[src/rtl/axi_pkg.sv]
// Shared AXI arbitration types and helpers.
// Used by the write-side arbiter and its round-robin picker.
package axi_pkg;

  localparam int AXI_RESP_W = 2;
  localparam int AXI_LEN_W  = 8;
  localparam int BEAT_W     = AXI_LEN_W + 1;

  typedef enum logic [1:0] {
    IDLE,
    ADDR,
    DATA,
    RESP
  } arb_state_e;

  // Beat counter saturates at 256 so a runaway burst cannot wrap.
  function automatic logic [BEAT_W-1:0] beat_inc(
    input logic [BEAT_W-1:0] c
  );
    return (c == BEAT_W'(256)) ? c : c + 1'b1;
  endfunction

endpackage

[src/rtl/axi_rr_pick.sv]
// Combinational round-robin picker.
// Returns the first requester at or after ptr, wrapping around.
module axi_rr_pick #(
  parameter int N  = 4,
  parameter int IW = $clog2(N)
) (
  input  logic [N-1:0]  req,
  input  logic [IW-1:0] ptr,
  output logic [IW-1:0] gnt_idx,
  output logic          gnt_any
);

  always_comb begin
    gnt_idx = '0;
    gnt_any = 1'b0;
    // Walk backwards so the nearest requester wins last.
    for (int i = N - 1; i >= 0; i--) begin
      if (req[IW'((int'(ptr) + i) % N)]) begin
        gnt_any = 1'b1;
        gnt_idx = IW'((int'(ptr) + i) % N);
      end
    end
  end

endmodule

[src/rtl/axi_wr_rr_arbiter.sv]
// Round-robin arbiter sharing one AXI4 write port among NUM_MST masters.
// One transaction in flight; grant held from AW through B; W length check.
module axi_wr_rr_arbiter
  import axi_pkg::*;
#(
  parameter int NUM_MST = 4,
  parameter int ADDR_W  = 32,
  parameter int DATA_W  = 32,
  parameter int ID_W    = 4,
  parameter int GW      = $clog2(NUM_MST),
  parameter int STRB_W  = DATA_W / 8
) (
  input  logic                        aclk,
  input  logic                        aresetn,
  input  logic [NUM_MST-1:0]          s_awvalid,
  output logic [NUM_MST-1:0]          s_awready,
  input  logic [NUM_MST*ADDR_W-1:0]   s_awaddr,
  input  logic [NUM_MST*8-1:0]        s_awlen,
  input  logic [NUM_MST*ID_W-1:0]     s_awid,
  input  logic [NUM_MST-1:0]          s_wvalid,
  output logic [NUM_MST-1:0]          s_wready,
  input  logic [NUM_MST*DATA_W-1:0]   s_wdata,
  input  logic [NUM_MST*STRB_W-1:0]   s_wstrb,
  input  logic [NUM_MST-1:0]          s_wlast,
  output logic [NUM_MST-1:0]          s_bvalid,
  input  logic [NUM_MST-1:0]          s_bready,
  output logic [AXI_RESP_W-1:0]       s_bresp,
  output logic [ID_W-1:0]             s_bid,
  output logic                        m_awvalid,
  input  logic                        m_awready,
  output logic [ADDR_W-1:0]           m_awaddr,
  output logic [7:0]                  m_awlen,
  output logic [ID_W-1:0]             m_awid,
  output logic                        m_wvalid,
  input  logic                        m_wready,
  output logic [DATA_W-1:0]           m_wdata,
  output logic [STRB_W-1:0]           m_wstrb,
  output logic                        m_wlast,
  input  logic                        m_bvalid,
  output logic                        m_bready,
  input  logic [AXI_RESP_W-1:0]       m_bresp,
  input  logic [ID_W-1:0]             m_bid,
  output logic [GW-1:0]               grant_idx,
  output logic                        busy,
  output logic                        len_err
);

  arb_state_e state_q, state_d;

  logic [GW-1:0]        grant_q;
  logic [GW-1:0]        ptr_q;
  logic [GW-1:0]        next_ptr;
  logic [AXI_LEN_W-1:0] awlen_q;
  logic [BEAT_W-1:0]    beats_q;
  logic [BEAT_W-1:0]    beats_inc;
  logic                 len_err_q;

  logic [GW-1:0]        pick_idx;
  logic                 pick_any;
  logic [NUM_MST-1:0]   onehot;

  logic in_addr, in_data, in_resp;
  logic aw_hs, w_hs, b_hs;

  logic [ADDR_W-1:0] awaddr_a [NUM_MST];
  logic [7:0]        awlen_a  [NUM_MST];
  logic [ID_W-1:0]   awid_a   [NUM_MST];
  logic [DATA_W-1:0] wdata_a  [NUM_MST];
  logic [STRB_W-1:0] wstrb_a  [NUM_MST];

  for (genvar i = 0; i < NUM_MST; i++) begin : g_unpack
    assign awaddr_a[i] = s_awaddr[i*ADDR_W +: ADDR_W];
    assign awlen_a[i]  = s_awlen[i*8 +: 8];
    assign awid_a[i]   = s_awid[i*ID_W +: ID_W];
    assign wdata_a[i]  = s_wdata[i*DATA_W +: DATA_W];
    assign wstrb_a[i]  = s_wstrb[i*STRB_W +: STRB_W];
  end

  axi_rr_pick #(
    .N  (NUM_MST),
    .IW (GW)
  ) u_pick (
    .req     (s_awvalid),
    .ptr     (ptr_q),
    .gnt_idx (pick_idx),
    .gnt_any (pick_any)
  );

  assign in_addr = (state_q == ADDR);
  assign in_data = (state_q == DATA);
  assign in_resp = (state_q == RESP);
  assign onehot  = NUM_MST'(1) << grant_q;

  assign m_awvalid = in_addr & s_awvalid[grant_q];
  assign m_awaddr  = awaddr_a[grant_q];
  assign m_awlen   = awlen_a[grant_q];
  assign m_awid    = awid_a[grant_q];

  assign m_wvalid = in_data & s_wvalid[grant_q];
  assign m_wdata  = wdata_a[grant_q];
  assign m_wstrb  = wstrb_a[grant_q];
  assign m_wlast  = s_wlast[grant_q];

  assign m_bready = in_resp & s_bready[grant_q];
  assign s_bresp  = m_bresp;
  assign s_bid    = m_bid;

  assign s_awready = onehot & {NUM_MST{in_addr & m_awready}};
  assign s_wready  = onehot & {NUM_MST{in_data & m_wready}};
  assign s_bvalid  = onehot & {NUM_MST{in_resp & m_bvalid}};

  assign aw_hs = m_awvalid & m_awready;
  assign w_hs  = m_wvalid & m_wready;
  assign b_hs  = m_bvalid & m_bready;

  assign beats_inc = beat_inc(beats_q);
  assign next_ptr  = (grant_q == GW'(NUM_MST - 1)) ? '0
                   : grant_q + 1'b1;

  assign grant_idx = grant_q;
  assign busy      = (state_q != IDLE);
  assign len_err   = len_err_q;

  always_comb begin
    state_d = state_q;
    unique case (state_q)
      IDLE:    if (pick_any) state_d = ADDR;
      ADDR:    if (aw_hs) state_d = DATA;
      DATA:    if (w_hs && m_wlast) state_d = RESP;
      RESP:    if (b_hs) state_d = IDLE;
      default: state_d = IDLE;
    endcase
  end

  always_ff @(posedge aclk or negedge aresetn) begin
    if (!aresetn) begin
      state_q   <= IDLE;
      grant_q   <= '0;
      ptr_q     <= '0;
      awlen_q   <= '0;
      beats_q   <= '0;
      len_err_q <= 1'b0;
    end else begin
      state_q   <= state_d;
      len_err_q <= 1'b0;
      if (state_q == IDLE && pick_any) grant_q <= pick_idx;
      if (aw_hs) begin
        awlen_q <= m_awlen;
        beats_q <= '0;
      end
      if (w_hs) begin
        beats_q <= beats_inc;
        // Compare 9-bit so awlen=255 (256 beats) is representable.
        if (m_wlast)
          len_err_q <= (beats_inc != ({1'b0, awlen_q} + 1'b1));
      end
      if (b_hs) ptr_q <= next_ptr;
    end
  end

endmodule

[config.mk]
export PLATFORM = sky130hd
export DESIGN_NAME = axi_wr_rr_arbiter
export DESIGN_NICKNAME = d
export VERILOG_FILES = /design/src/rtl/axi_pkg.sv /design/src/rtl/axi_rr_pick.sv /design/src/rtl/axi_wr_rr_arbiter.sv
export SDC_FILE = /design/constraint.sdc
export NUM_CORES = 1
export LEC_CHECK = 0
export BUFFER_PORTS_ARGS = -buffer_cell sky130_fd_sc_hd__buf_2
export CORE_AREA = 2 2 175 177
export DETAILED_ROUTE_END_ITERATION = 10
export DIE_AREA = 0 0 177 179
export PLACE_DENSITY_LB_ADDON = 0.3
export RECOVER_POWER = 100
export SYNTH_ARGS = -nofsm -noshare
export SYNTH_HDL_FRONTEND = slang
export SYNTH_SLANG_ARGS = --single-unit
[constraint.sdc]
create_clock -name aclk -period 5.87 [get_ports aclk]
set_input_delay 0.8805 -clock aclk [delete_from_list [all_inputs] [get_ports aclk]]
set_output_delay 0.8805 -clock aclk [all_outputs]
set_load 0.005 [all_outputs]
==> summary.txt, run 1 <==
Synthesis
  – Most common cell in the netlist: mux4_2
  – Register area share after synthesis: 16.0%
  – Most frequent cells after synthesis: mux4_2 (84), dfrtp_1 (24), nand2_1 (19)
  – Syn Inst Count: 294
  – Cell Area, Synth: 0.00375 mm^2
  – Top cell type's share of synthesized area: 50.5%
  – Avg Cell Area, Syn: 12.8 um^2
  – EDFF count, synth: 0
  – Ys async rst share: 100%
  – Synth Flop Type: dfrtp_1
  – Top cells by area, synth: mux4_2 (50%), dfrtp_1 (16%), ha_1 (3.7%)
  – Syn Nets: 652
  – Yosys top cell by area: mux4_2
  – Yosys reg bits: 24
  – Unique masters post-synth: 39
  – Yosys synthesis warning count: 0

Global route
  – Overflow after GRT: 0
  – Largest net degree at the start of global routing: 67
  – Total Routing Usage GR: 13.3%
  – First-pass GRT wire length: 31.1 mm
  – Initial antenna violation count: 2
  – Vias in the first global route: 4,745

CTS
  – Number of buffers created by CTS: 3
  – Clock sinks: 24
  – Setup Buffers After CTS: 0
  – Post-CTS Hold Fix Bufs: 0
  – Worst skew pair latency: 0.26 ns
  – Clock Tree Buf Depth: 2
  – Post-CTS Resized: 0
  – H-tree Lvls: 1
  – Root buffer cell: clkbuf_16
  – CTS tree: built
  – Clock-pin slew on the worst setup and hold paths: 0.06 ns

Placed design
  – # port buffers: 440
  – Dpl ws: 2.74 ns
  – HPWL after DPL: 19.5 mm
  – Placed Cells: 1,103
  – Final GP Congestion: 0.904

Setup path
  – Worst path depth: 4
  – Worst reg2reg endpoint: beats_q[7]
  – CP max stage cell: dfrtp_1
  – Critical path's top delay family: flip-flops
  – Largest stage delay on the critical path: 1.38 ns
  – Worst path bufs/invs: 2
  – Critical Path, Cell by Cell: buf_12, mux4_2, and2_0, buf_2
  – Crit path from: grant_idx[0]
  – R2R depth: 6
  – Critical path class: flip-flop to primary output
  – CP endpoint: m_wvalid
  – CP Capture Type: primary output
  – Crit-path max FO: 66
  – Worst setup SP type: flip-flop
  – Reg2reg start: grant_idx[0]
  – WP data required: 4.99 ns
  – Arr. time, crit path: 3.16 ns
  – R2R setup slack: 2.08 ns

Floorplanning
  – Core Region: 0.0300 mm^2
  – Initial core utilization: 12.5%
  – Row count: 64
  – Die area: 0.0317 mm^2
  – Die Height: 179 um
  – Die Span X: 177 um
  – I/O pins: 453

Timing
  – Tmin final: 4.04 ns
  – Setup TNS: 0 ns
  – Tcrit/Tclk final: 68.9%
  – Final Hold Viols: 0
  – Slew at the pin with the worst max-slew slack: 1.56 ns
  – Final setup vio count: 0
  – Clk_skew: 0.00357 ns
  – Maximum clock rate: 247 MHz
  – Final setup margin: 1.83 ns
  – RSZ-0062 raised after global routing: false
  – Slew HR: -4.08%
  – Fin. max-slew vios: 25

Job
  – Max-Cap Viols: 1

Drt
  – Final antenna-violating net count: 0
  – Routed wire length: 22.2 mm
  – Vias/cell: 4.16
  – Drt initial violations: 207
  – Vias post-DR: 4,620
  – Post-route DRC violation count: 0
  – Routed length per instance: 20.0 um
  – DR pass1 iterations: 4

Cells and area
  – Sequential cell area: 604 um^2
  – Nets: 1,070
  – Non-Filler Instances: 1,110
  – FILL cells: 3,360
  – Area grow syn2layout: 68.0%
  – Footprint of the multi-input gates: 0.00293 mm^2
  – Ratio of cells with drive above 1 in the final layout: 66.7%

Power
  – Leak Pwr: 2.86 nW
  – Tot Pwr: 0.00217 W
  – IR drop worst, VDD: 0.000115 V
  – Pwr/cell area: 344 mW/mm^2

Outcome
  – Violated checks: max-capacitance violations, max-slew violations
  – Outcome: complete, but fails checks

Hold path
  – Hold crit path type: flip-flop to flip-flop
-- where the power goes --
part | leakage [nW] | internal, W | switching, W | total, W
logic | 2.51 | 0.000867 | 0.000727 | 0.00159
registers | 0.306 | 0.000223 | 0.000185 | 0.000408
clock network | 0.0442 | 0.000104 | 0.0000614 | 0.000166
-- logic make-up after synthesis --
logic type	share of synthesized area [%]
AOI/OAI and AO/OA	6.04
xor gates and xnor gates	5.27
adders and majority gates	3.67
buffers and inverters	5.31
DFF	16.0
muxes	53.7
and+or+nand+nor	9.95
-- worst min path at each step --
stage	from	endpoint	cells after the start
2_1_floorplan	ptr_q[0]	ptr_q[0]	2
3_3_place_gp	ptr_q[0]	ptr_q[0]	2
3_5_place_dp	ptr_q[0]	ptr_q[0]	2
4_1_cts	ptr_q[0]	ptr_q[0]	2
5_1_grt	ptr_q[0]	ptr_q[0]	2
6_report	ptr_q[0]	ptr_q[0]	2
-- metrics by stage --
stage / util, % / area (um^2) / hold WS (ns)
after floorplan: - / 3750 / 0.471
after global placement: 21.0 / 6310 / 0.502
after detailed placement: 21.0 / 6310 / 0.540
after CTS: 21.3 / 6400 / 0.561
after global routing: 21.0 / 6290 / 0.588
final: 21.0 / 6300 / 0.552
-- sequential cells by signal (all words and copies together) (netlist names) --
signal / count
beats_q: 9
awlen_q: 8
grant_idx: 2
ptr_q: 2
state_q: 2
len_err: 1
-- layer usage --
layer | track usage (%) | wire (um)
met5 | 0 | 0
met4 | 1.93 | 204
met3 | 4.20 | 2230
met2 | 22.5 | 11000
met1 | 16.8 | 8850
-- tightest hold or removal path: cells and delay by family (launching register included) --
family | cells | cell delay, ns
AND/OR/NAND/NOR | 1 | 0.06
flip-flops | 1 | 0.38
AO/OA/AOI/OAI | 1 | 0.07
-- area by class of cell --
class	instances	area share, %
tap	396	7.87
antenna	3	0.119
clock buffer	4	1.41
sequential	24	9.60
timing repair buffer	442	34.1
multi-input combinational	233	46.5
inverter	8	0.477
-- cells in the final DEF, fill, tap and decap left out, types with 5 or more instances in the layout --
| cell type | synthesis | layout |
|---|---|---|
| buf_2 | 18 | 373 |
| mux4_2 | 84 | 84 |
| clkbuf_1 | 1 | 67 |
| dfrtp_1 | 24 | 23 |
| nand2_1 | 19 | 20 |
| xnor2_1 | 14 | 14 |
| and3_1 | 13 | 13 |
| nor2_1 | 13 | 13 |
| o21ai_0 | 11 | 12 |
| nand3_1 | 10 | 11 |
| ha_1 | 11 | 11 |
| mux2_2 | 10 | 10 |
| inv_1 | 8 | 8 |
| xor2_1 | 6 | 6 |
| a21oi_1 | 5 | 5 |
(Power assumes the default switching activity.)
==> run 2, diff against run 1 <==
- clock period: 5.87 -> 3.3 ns (I/O delays scaled with it)
==> run 2 against run 1 <==
Register-to-register slack worse by 1.5 ns. Via count rose by 1.5%. Flip-flop and latch count stayed put. Global-route usage hardly changed. Die area did not move. Hold slack got worse by 0.0087 ns. The run now ends clean. Setup slack lost 1.3 ns. Highest routed layer unchanged. Sequential power up 57%. Non-clock buffer count increased by 3.
==> summary.txt, run 2 (synthesis results as in run 1) <==
Outcome
  – Outcome: complete, no violations

Cells and area
  – Final core occ: 21.1% (+0.12 points)
  – Non-Filler Instances: 1,110 (unchanged)
  – Nets: 1,073 (+0.28%)
  – Most common cell after layout, fill and taps aside: buf_2
  – Final Cell Area: 0.00633 mm^2 (+0.56%)
  – FILL cells: 3,383 (+0.68%)
  – Max reg flops: 9 (unchanged)
  – Most frequent cells in the layout: buf_2 (365), mux4_2 (84), clkbuf_1 (75), dfrtp_1 (22), nand2_1 (20)
  – Biggest regs: beats_q: 9 flops, awlen_q: 8 flops
  – Largest Register: beats_q
  – Ratio of cells with drive above 1 in the final layout: 65.8% (-0.84 points)
  – Ant diodes: 0 (-3)
  – Area grow syn2layout: 68.9%

Drt
  – Post-route DRC violation count: 0 (unchanged)
  – Final antenna-violating net count: 0 (unchanged)
  – Drt initial violations: 246 (+19%)
  – Met3 wire length: 2.74 mm (+23%)
  – Routed length per instance: 20.1 um (+0.54%)
  – Uppermost routed layer: met4
  – DRT met1 WL: 8.34 mm (-5.7%)
  – Routed wire length: 22.4 mm (+0.54%)
  – Routed wl met2: 11.1 mm (+1.5%)
  – Vias post-DR: 4,687 (+1.5%)
  – DR pass1 iterations: 4 (unchanged)
  – Vias/cell: 4.22 (+1.5%)

Timing
  – Slew HR: 1.01% (+5.1 points)
  – Tcrit/Tclk final: 83.2%
  – Maximum clock rate: 364 MHz
  – RSZ-0062 raised after global routing: false
  – Setup TNS: 0 ns (unchanged)
  – Fin. max-slew vios: 0 (-100%)
  – Final Hold Viols: 0 (unchanged)
  – Final setup vio count: 0 (unchanged)
  – Clk_skew: 0.00653 ns (+0.00296 ns)
  – Hold WS: 0.544 ns (-0.00872 ns)
  – Tmin final: 2.74 ns
  – Slew at the pin with the worst max-slew slack: 1.48 ns (-0.0763 ns)

Setup path
  – CP endpoint: beats_q[4]
  – Crit path from: grant_idx[1]
  – R2R setup slack: 0.56 ns (-1.52 ns)
  – Arr. time, crit path: 2.91 ns (-0.25 ns)
  – Reg2reg start: grant_idx[1]
  – CP Capture Type: flip-flop
  – Critical path's top delay family: simple AND/OR/NAND/NOR gates
  – Critical Path, Cell by Cell: clkbuf_1, mux4_2, nand3_1, and2_0, o21ai_0, o31ai_1
  – Worst setup SP type: flip-flop
  – CP max stage cell: dfrtp_4
  – Worst path depth: 6 (+2)
  – R2R depth: 6 (unchanged)
  – Crit-path max FO: 27 (-59%)
  – Largest stage delay on the critical path: 0.68 ns (-0.70 ns)
  – Worst path bufs/invs: 1 (-1)
  – Worst reg2reg endpoint: beats_q[4]
  – Critical path class: flip-flop to flip-flop
  – WP data required: 3.47 ns (-1.52 ns)

CTS
  – Post-CTS Hold Fix Bufs: 0 (unchanged)
  – Post-CTS Resized: 0 (unchanged)
  – Root buffer cell: clkbuf_16
  – Number of buffers created by CTS: 3 (unchanged)
  – CTS tree: built
  – Setup Buffers After CTS: 0 (unchanged)
  – Clock-pin slew on the worst setup and hold paths: 0.07 ns (about the same)
  – Worst skew pair latency: 0.27 ns (about the same)
  – Clock sinks: 24 (unchanged)
  – Clock Tree Buf Depth: 2 (unchanged)
  – H-tree Lvls: 1 (unchanged)

Job
  – Max-Cap Viols: 0 (-1)

Global route
  – Initial antenna violation count: 2 (unchanged)
  – Vias in the first global route: 4,799 (+1.1%)
  – Largest net degree at the start of global routing: 41 (-39%)
  – Total Routing Usage GR: 13.2% (-0.036 points)
  – First-pass GRT wire length: 30.9 mm (-0.58%)
  – Overflow after GRT: 0 (unchanged)

Floorplanning
  – Row count: 64 (unchanged)
  – Die Span X: 177 um (unchanged)
  – Die Height: 179 um (unchanged)
  – I/O pins: 453 (unchanged)
  – Core Region: 0.0300 mm^2 (unchanged)
  – Die area: 0.0317 mm^2 (unchanged)
  – Initial core utilization: 12.5% (unchanged)

Hold path
  – Hold crit path type: flip-flop to flip-flop
  – Min-delay src: ptr_q[0]

Placed design
  – # port buffers: 440 (unchanged)
  – Placed Cells: 1,106 (+0.27%)
  – HPWL after DPL: 19.8 mm (+1.6%)
  – Final GP Congestion: 0.872 (-3.5%)
  – Post-DP Area: 0.00635 mm^2 (+0.56%)

Power
  – Pwr/cell area: 619 mW/mm^2 (+80%)
  – IR drop worst, VDD: 0.000169 V (+47%)
  – Leak Pwr: 2.86 nW (about the same)
-- run 2: changes by cell type in the layout (fill, tap and decap cells not counted), sizes merged --
cell / change
clkbuf: +8
buf: -6
diode: -3
bufinv: +1
-- run 2: metrics by stage --
step / worst slack, ns / power [W]
floorplan: 1.12 / 0.00248
finish: 0.556 / 0.00392
CTS: 0.679 / 0.00415
global placement: 0.987 / 0.00377
detailed placement: 0.975 / 0.00377
global route: 0.328 / 0.00428
-- run 2: area by class of cell --
class / count / area, um^2 / area share [%]
Clock buffer: 3 / 75.1 / 1.19
Clock inverter: 1 / 30.0 / 0.474
Inverter: 8 / 30.0 / 0.474
Multi-Input combinational cell: 233 / 2930 / 46.2
Sequential cell: 24 / 608 / 9.60
Tap cell: 396 / 495 / 7.82
Timing Repair Buffer: 445 / 2170 / 34.2
-- run 2: worst register-to-register path, cell delays in order (launching register included) --
cell	delay (ns)
dfrtp_4	0.68
clkbuf_1	0.44
mux4_2	0.41
nand3_1	0.35
and2_0	0.50
o21ai_0	0.18
o31ai_1	0.09
-- run 2: worst min path at each step --
| stage | to | slack, ns | depth (start not counted) |
|---|---|---|---|
| floorplan | awlen_q[0] | 0.20 | 0 |
| global placement | ptr_q[0] | 0.52 | 2 |
| detailed placement | ptr_q[0] | 0.52 | 2 |
| CTS | state_q[1] | 0.26 | 1 |
| global route | ptr_q[0] | 0.58 | 2 |
| finish | ptr_q[0] | 0.54 | 2 |
-- run 2: per-layer routing --
metal	GRT usage [%]	up-vias
li1	-	2052
met1	16.2	2351
met2	22.5	271
met3	5.22	13
met4	1.48	0
met5	0	-
-- run 2: power breakdown --
group / total (W) / internal [W] / switching, W
clock: 0.000359 / 0.000242 / 0.000117
combinational: 0.00292 / 0.00155 / 0.00138
sequential: 0.000641 / 0.000403 / 0.000238
==> run 3, diff against run 2 <==
- CORE_AREA: 2 2 175 177 -> 2 2 177 179
- DIE_AREA: 0 0 177 179 -> 0 0 179 181
- clock period: 3.3 -> 2.6 ns (I/O delays scaled with it)
==> run 3 against run 2 <==
Highest routed layer is now met5. Wire length up 5.1%. First-iteration DRC count decreased by 14%. Cell count is 0.72% higher.
==> summary.txt, run 3 (synthesis results as in run 1) <==
Outcome
  – Outcome: complete, no violations

Power
  – IR drop worst, VDD: 0.000345 V (+100%)
  – Pwr/cell area: 789 mW/mm^2 (+27%)
  – Tot Pwr: 0.00503 W (+28%)
  – Leak Pwr: 2.88 nW (+0.73%)

Setup path
  – Arr. time, crit path: 2.50 ns (-0.41 ns)
  – CP endpoint: beats_q[8]
  – Crit-path max FO: 12 (-56%)
  – WP data required: 2.75 ns (-0.72 ns)
  – Critical path class: flip-flop to flip-flop
  – R2R depth: 5 (-1)
  – CP Capture Type: flip-flop
  – Reg2reg start: grant_idx[1]
  – Worst reg2reg endpoint: beats_q[8]
  – Worst setup SP type: flip-flop
  – R2R setup slack: 0.25 ns (-0.31 ns)
  – Crit path from: grant_idx[1]

CTS
  – Worst skew pair latency: 0.26 ns (about the same)
  – CTS tree: built
  – Post-CTS Resized: 0 (unchanged)
  – Setup Buffers After CTS: 0 (unchanged)
  – Clock sinks: 24 (unchanged)
  – Clock Tree Buf Depth: 2 (unchanged)
  – Post-CTS Hold Fix Bufs: 0 (unchanged)
  – Clock-pin slew on the worst setup and hold paths: 0.07 ns (about the same)
  – Number of buffers created by CTS: 3 (unchanged)
  – H-tree Lvls: 1 (unchanged)
  – Root buffer cell: clkbuf_16

Floorplanning
  – Die area: 0.0324 mm^2 (+2.3%)
  – Die Span X: 179 um (+1.1%)
  – Initial core utilization: 12.4% (-0.13 points)
  – Row count: 64 (unchanged)
  – Die Height: 181 um (+1.1%)
  – Core Region: 0.0303 mm^2 (+1.1%)
  – I/O pins: 453 (unchanged)

Timing
  – Final setup vio count: 0 (unchanged)
  – Final Hold Viols: 0 (unchanged)
  – Maximum clock rate: 426 MHz (+17%)
  – Fin. max-slew vios: 0 (unchanged)
  – Tmin final: 2.35 ns (-0.395 ns)
  – Setup TNS: 0 ns (unchanged)
  – Slew at the pin with the worst max-slew slack: 1.40 ns (-0.0865 ns)
  – Slew HR: 6.77% (+5.8 points)
  – Clk_skew: 0.00326 ns (-0.00327 ns)
  – Tcrit/Tclk final: 90.4% (+7.2 points)
  – RSZ-0062 raised after global routing: false

Cells and area
  – Sequential cell area: 608 um^2 (unchanged)
  – Non-Filler Instances: 1,118 (+0.72%)
  – Biggest regs: beats_q: 9 flops, awlen_q: 8 flops
  – Final Cell Area: 0.00638 mm^2 (+0.79%)
  – Most common cell after layout, fill and taps aside: buf_2
  – Area grow syn2layout: 70.3%
  – Max reg flops: 9 (unchanged)
  – Largest Register: beats_q
  – FILL cells: 3,389 (+0.18%)
  – Nets: 1,077 (+0.37%)
  – Footprint of the multi-input gates: 0.00293 mm^2 (unchanged)
  – Ratio of cells with drive above 1 in the final layout: 65.7% (-0.088 points)
  – Most frequent cells in the layout: buf_2 (363), mux4_2 (84), clkbuf_1 (76), dfrtp_1 (22), nand2_1 (20)

Drt
  – Final antenna-violating net count: 0 (unchanged)
  – Vias post-DR: 4,685 (-0.043%)
  – Routed length per instance: 21.0 um (+4.4%)
  – DR pass1 iterations: 4 (unchanged)
  – Vias/cell: 4.19 (-0.76%)
  – Post-route DRC violation count: 0 (unchanged)
  – Drt initial violations: 211 (-14%)
  – Routed wire length: 23.5 mm (+5.1%)

Global route
  – Overflow after GRT: 0 (unchanged)
  – Met1 usage: 18.6% (+2.3 points)
  – GRT busiest layer: met2
  – Largest net degree at the start of global routing: 56 (+37%)
  – Vias in the first global route: 4,914 (+2.4%)
  – Total Routing Usage GR: 13.9% (+0.63 points)
  – First-pass GRT wire length: 33.1 mm (+7.0%)
  – Met3 Usage GRT: 4.44% (-0.78 points)
  – Grt met2 use: 22.7% (+0.16 points)
  – Initial antenna violation count: 6 (+4)

Job
  – Max-Cap Viols: 0 (unchanged)

Hold path
  – Hold crit path type: primary input to async pin

Placed design
  – Placed Cells: 1,110 (+0.36%)
  – Final GP Congestion: 0.854 (-2.0%)
  – HPWL after DPL: 21.2 mm (+7.0%)
  – # port buffers: 440 (unchanged)
  – Post-DP Area: 0.00639 mm^2 (+0.67%)
## run 3: report_power, final
part	internal [W]	switching, W	total, W	leakage (nW)
Combinational	0.00200	0.00185	0.00385	2.53
Clock	0.000307	0.000144	0.000451	0.0511
Sequential	0.000513	0.000222	0.000736	0.304
## run 3: layout make-up
cell class | instances | area share (%)
repair buffers | 449 | 34.6
diodes | 4 | 0.157
inverters | 8 | 0.470
flip-flops and latches | 24 | 9.53
multi-input cells | 233 | 45.8
clock buffers | 3 | 1.18
well taps | 396 | 7.76
clock inverters | 1 | 0.470
## run 3: worst max-delay path, stage by stage, from the launching register on
cell and delay [ns]:
dfrtp_4 0.58, mux4_2 0.41, nand3_1 0.41, and2_1 0.47, a21o_1 0.20, a22o_1 0.17
## run 3: metrics by stage
| stage | hold slack (ns) | setup WS (ns) | util (%) |
|---|---|---|---|
| final | 0.438 | 0.250 | 21.0 |
| after global routing | 0.489 | 0.0893 | 21.0 |
| after CTS | 0.145 | 0.238 | 21.4 |
| after detailed placement | 0.440 | 0.418 | 21.1 |
| after global placement | 0.436 | 0.406 | 21.1 |
| after floorplan | 0.0944 | 0.520 | - |
## run 3: metal layers
layer	wire, um	up-vias
met1	10100	2374
met3	2010	19
li1	-	2065
met5	69	-
met2	11200	217
met4	87	10
## run 3: how the worst min path moves through the flow
| stage | startpoint | to | cells past startpoint | slack (ns) |
|---|---|---|---|---|
| 2_1_floorplan | aresetn | awlen_q[0] | 0 | 0.09 |
| 3_3_place_gp | aresetn | awlen_q[1] | 1 | 0.44 |
| 3_5_place_dp | aresetn | len_err | 1 | 0.44 |
| 4_1_cts | aresetn | len_err | 1 | 0.15 |
| 5_1_grt | s_awvalid[3] | grant_idx[0] | 3 | 0.49 |
| 6_report | aresetn | awlen_q[0] | 1 | 0.44 |
